==> src/rtl/clock_ctrl.sv <==
// rtl/clock_ctrl.sv - Clock set/run controller: button sync, 1 s prescaler, mode FSM, counter enables
module clock_ctrl #(
    parameter int PRESCALE = 50_000_000
) (
    input  logic       clk,
    input  logic       n_rst,
    input  logic       btn_mode,
    input  logic       btn_up,
    input  logic       sec_ca,
    input  logic       min_ca,
    output logic       sec_cen,
    output logic       min_cen,
    output logic       hour_cen,
    output logic       min_inc,
    output logic       hour_inc,
    output logic [1:0] mode,
    output logic       blink_min,
    output logic       blink_hour
);
    localparam int PW = $clog2(PRESCALE);
    localparam logic [PW-1:0] C_LAST = PW'(PRESCALE - 1);
    localparam logic [PW-1:0] C_HALF = PW'(PRESCALE / 2 - 1);

    typedef enum logic [1:0] {
        S_RUN      = 2'd0,
        S_SET_MIN  = 2'd1,
        S_SET_HOUR = 2'd2,
        S_BAD      = 2'd3
    } state_t;

    state_t        r_state;
    state_t        w_state_nxt;
    logic [PW-1:0] r_cnt;
    logic          r_blink;
    logic          r_mode_s1;
    logic          r_mode_s2;
    logic          r_mode_q;
    logic          r_up_s1;
    logic          r_up_s2;
    logic          r_up_q;
    logic          w_mode_evt;
    logic          w_up_evt;
    logic          w_tick;
    logic          w_half_tick;
    logic          w_restart;
    logic          w_enter_set;

    // Two-flop synchronizers followed by a rising-edge flop per button
    always_ff @(posedge clk) begin
        if (!n_rst) begin
            r_mode_s1 <= 1'b0;
            r_mode_s2 <= 1'b0;
            r_mode_q  <= 1'b0;
            r_up_s1   <= 1'b0;
            r_up_s2   <= 1'b0;
            r_up_q    <= 1'b0;
        end else begin
            r_mode_s1 <= btn_mode;
            r_mode_s2 <= r_mode_s1;
            r_mode_q  <= r_mode_s2;
            r_up_s1   <= btn_up;
            r_up_s2   <= r_up_s1;
            r_up_q    <= r_up_s2;
        end
    end

    assign w_mode_evt  = r_mode_s2 & ~r_mode_q;
    assign w_up_evt    = r_up_s2 & ~r_up_q;
    assign w_tick      = (r_cnt == C_LAST);
    assign w_half_tick = (r_cnt == C_LAST) || (r_cnt == C_HALF);
    assign w_restart   = (r_state == S_SET_HOUR) && w_mode_evt;

    // Leaving SET_HOUR restarts the second so the first tick is a full period away
    always_ff @(posedge clk) begin
        if (!n_rst) begin
            r_cnt <= '0;
        end else if (w_restart || w_tick) begin
            r_cnt <= '0;
        end else begin
            r_cnt <= r_cnt + 1'b1;
        end
    end

    always_ff @(posedge clk) begin
        if (!n_rst) begin
            r_state <= S_RUN;
        end else begin
            r_state <= w_state_nxt;
        end
    end

    always_comb begin
        w_state_nxt = r_state;
        case (r_state)
            S_RUN:      if (w_mode_evt) w_state_nxt = S_SET_MIN;
            S_SET_MIN:  if (w_mode_evt) w_state_nxt = S_SET_HOUR;
            S_SET_HOUR: if (w_mode_evt) w_state_nxt = S_RUN;
            default:    w_state_nxt = S_RUN;
        endcase
    end

    assign w_enter_set = w_mode_evt &&
                         ((w_state_nxt == S_SET_MIN) || (w_state_nxt == S_SET_HOUR));

    // Entering a set state starts with the digits visible for a full half period
    always_ff @(posedge clk) begin
        if (!n_rst) begin
            r_blink <= 1'b0;
        end else if (w_enter_set) begin
            r_blink <= 1'b1;
        end else if (w_half_tick) begin
            r_blink <= ~r_blink;
        end
    end

    assign sec_cen    = w_tick & (r_state == S_RUN);
    assign min_cen    = sec_ca & (r_state == S_RUN);
    assign hour_cen   = min_ca & (r_state == S_RUN);
    assign min_inc    = w_up_evt & (r_state == S_SET_MIN) & ~w_mode_evt;
    assign hour_inc   = w_up_evt & (r_state == S_SET_HOUR) & ~w_mode_evt;
    assign mode       = r_state;
    assign blink_min  = r_blink & (r_state == S_SET_MIN);
    assign blink_hour = r_blink & (r_state == S_SET_HOUR);

endmodule

==> config.mk <==
export PLATFORM = sky130hd
export DESIGN_NAME = clock_ctrl
export DESIGN_NICKNAME = d
export VERILOG_FILES = /design/src/rtl/clock_ctrl.sv
export SDC_FILE = /design/constraint.sdc
export NUM_CORES = 1
export LEC_CHECK = 0
export ABC_AREA = 1
export BUFFER_PORTS_ARGS = -buffer_cell sky130_fd_sc_hd__buf_2
export CORE_ASPECT_RATIO = 0.5
export CORE_MARGIN = 8
export CORE_UTILIZATION = 49
export CTS_BUF_LIST = sky130_fd_sc_hd__clkbuf_8
export DETAILED_ROUTE_END_ITERATION = 7
export PLACE_DENSITY = 0.7
export SLEW_MARGIN = 5
export SYNTH_ARGS = -nofsm -noshare
export SYNTH_HDL_FRONTEND = slang
export SYNTH_SLANG_ARGS = --single-unit
export TNS_END_PERCENT = 5
==> constraint.sdc <==
create_clock -name clk -period 1.4 [get_ports clk]
set_input_delay 0.21 -clock clk [delete_from_list [all_inputs] [get_ports clk]]
set_output_delay 0.21 -clock clk [all_outputs]
set_load 0.05 [all_outputs]
==> impl_results.md <==
- Commonest non-fill, non-tap cells in the layout: 62 x nand2_1, 48 x buf_4, 38 x nor2_1
- Flop-to-flop setup slack: -200 ps
- Violated checks: negative setup slack
- Drt drc: 0
- Setup ws final: -305 ps
- Slew @ Worst Pin: 436 ps
- FF-to-FF Start: r_cnt[1]
- Final setup viols: 30
- IO Count: 15
- Worst Hold Path Cells: 3
- Htree depth: 2
- Layout area overhead: 40.9%
- Worst min-delay path class: in -> reg
- Clock Sinks: 35
- Post-detailed-placement half-perimeter wirelength: between 3000 and 4000 um
- Design area: 2600 um^2
- Vias per cell: 4.80
- Multi-input combinational cell area: around 1100 um^2
- Router iterations before antenna repair: 4
- Synthesized cell area: ~1800 um^2
- Largest net degree at the start of global routing: 27
- Clk_skew: roughly 5.4 ps
- # nets final: 343
- VDD IR max: 714 uV
- Cts bufs inserted: 5
- Core area: 3530 um^2
- Wire length per cell: around 13 um
- Placed inst area: about 2400 um^2
- Avg Inst Size Synth: 6.87 um^2
- Fin Setup TNS: -4160 ps
- Crit path launch type: register
- Crit Path Class: reg -> out
- Crit-path cells: ha_4 -> nand2_4 -> nor2_4 -> nand2_4 -> nor2_4 -> nand3_4 -> nor2_4 -> buf_8
- Row count: 15
- Status: complete, but fails checks
- Die width: between 100 and 150 um
- Final Wtd Congestion: 0.878
- FF-to-FF End: r_blink
- Reg area: 708 um^2
- CP peak stage delay: 360 ps
- # Max-Cap Violations: 0
- Highest Clock Rate: a little under 600 MHz
- First-pass GRT wire length: 7890 um
- Overall routed net length: slightly below 5000 um
- Top cells by area, synth: dfxtp_1 38%, nand2_1 13%, nor2_1 9.8%
- CP max stage cell: dfxtp_2
- Crit share post-route: 122%
- Commonest non-fill, non-tap cell in the layout: nand2_1
- Hold endpoint: r_up_s1
- Pins over their slew limit: 0
- WP depth: 8
- Grt ovf: 0
- CP dominant cell by count: nor2_4
- Port bufs: 14
- CP Data Required Time: 1190 ps
- Layout cells sized above 1: approximately 34%
- Initial antenna violation count: 0
- Synth area leader: dfxtp_1
- Number of global-route vias before repair: approximately 1700
- Die area: approximately 6100 um^2
- Buffers & Inverters on Critical Path: 1
- RSZ-0062 raised after global routing: yes
- Hold buffers post-CTS: 0
- Ant diodes: 0
- Worst EP arrival: 1500 ps
- Setup WS pre-CTS: -203 ps
- GRT Resource Usage Total: roughly 17%
- Vias after detailed routing: around 1900
- Fin Hold WS: about 96 ps
- Pwr Density: approximately 780 nW/um^2
- Synth warn: 0
- Final hold viol count: 0
- Initial Util: 52.3%
- Leakage: 1.14 nW
- Skew-Pair Late Insertion Delay: about 290 ps
- Die height: 59.4 um
- Max_slew headroom: between 70% and 80%
- Syn Nets: between 200 and 300
- Tmin final: 1710 ps
- Clk pin slew, worst setup/hold paths: about 70 ps
- Distinct cells, synth: 26
- Clock Tree Buf Depth: 2
- CTS tree: done
- Hold_sp: btn_up
- Proportion of netlist area held by the largest area contributor: a little under two fifths
- ANT nets after route: 0
- Filler cell count: just under 300
- Reg2Reg Depth: 11
- Post-Synthesis Cells: approximately 270
- CP top delay family: simple AND/OR/NAND/NOR gates
- Worst setup EP type: primary output
- Pwr Total: between 2 and 2.5 mW
- Worst Path Max Fanout: 2
- Clock Tree Root: clkbuf_8
- Flops & latches, synth: 35
- Sequential area share after synthesis: between 30% and 40%
- DR iter-0 viols: 99
logic make-up (layout without fill, tap and decap cells):
logic type                 count (synthesis)  count (layout)  synth area share (%)
AOI/OAI and AO/OA                         19              19                  5.15
DFF                                       35              35                  37.9
buffers and inverters                     41             109                  9.21
xor gates and xnor gates                   8               8                  3.79
and+or+nand+nor                          165             165                  43.2
adders and majority gates                  1               1                 0.677
report_power, final:
group | switching (mW) | leakage [nW] | internal [mW]
Combinational | 0.107 | 0.800 | 0.0600
Clock | 0.380 | 0.0505 | 0.448
Sequential | 0.0152 | 0.286 | 1.01
Total | 0.502 | 1.14 | 1.52
registers in the layout, indices dropped and copies added, names as in the netlist:
name,count
r_mode_s2,1
r_up_q,1
r_mode_s1,1
r_blink,1
r_up_s2,1
r_cnt,26
r_mode_q,1
mode,2
r_up_s1,1
metrics by stage:
stage / utilization [%] / instances
4_1_cts: 72.8 / 388
3_5_place_dp: 67.3 / 378
5_1_grt: 73.8 / 388
2_1_floorplan: - / 269
3_3_place_gp: 67.3 / 378
6_report: 73.8 / 388
metal layers:
metal,track usage (%),share of wire [%],vias to the layer above
met5,0,0,-
met4,5.50,0.98,0
met3,4.68,7.3,8
met2,25.8,44,48
met1,22.5,48,836
li1,-,-,971
worst min-delay path: stages:
cell and delay [ps]:
buf_2 70, nand2_1 40, inv_1 40
cell type report:
| class | count | share of cell area, % |
|---|---|---|
| Multi-Input combinational cell | 193 | 42.1 |
| Clock inverter | 1 | 0.288 |
| Inverter | 38 | 5.48 |
| Timing Repair Buffer | 63 | 18.8 |
| Clock buffer | 7 | 3.70 |
| Tap cell | 51 | 2.45 |
| Sequential cell | 35 | 27.2 |
cell usage after synthesis:
library cell  count
buf_6             2
and2_1            1
nand4_1           7
inv_1            37
nor3b_1           2
nor2_2            3
nand3b_1          6
buf_2             1
dfxtp_1          35
nor2_4            4
nand2_1          63
nor2_1           48
xor2_1            5
nand2_4           3
nor3_1            5
nand2_2           2
nand3_1          15
xnor2_1           3
o21ai_0           3
nor3b_2           2
a21oi_1          16
nand3_2           2
or2_2             1
ha_1              1
nor3_2            1
inv_2             1
worst max-delay path by stage:
stage,start,to,slack [ps]
2_1_floorplan,r_cnt[1],sec_cen,-120
3_3_place_gp,r_cnt[1],r_cnt[14],-150
3_5_place_dp,r_cnt[1],r_cnt[14],-200
4_1_cts,r_cnt[1],sec_cen,-300
5_1_grt,r_cnt[1],sec_cen,-370
6_report,r_cnt[1],sec_cen,-310
repair_timing:
item / CTS / global route
gates resized for setup: 24 / 11
endpoints found under the hold margin: 0 / 0
setup buffers: 2 / 0
setup endpoints to repair: 33 / 34
pin swaps: 6 / 1
No activity file was read; power rests on OpenSTA's default activity.
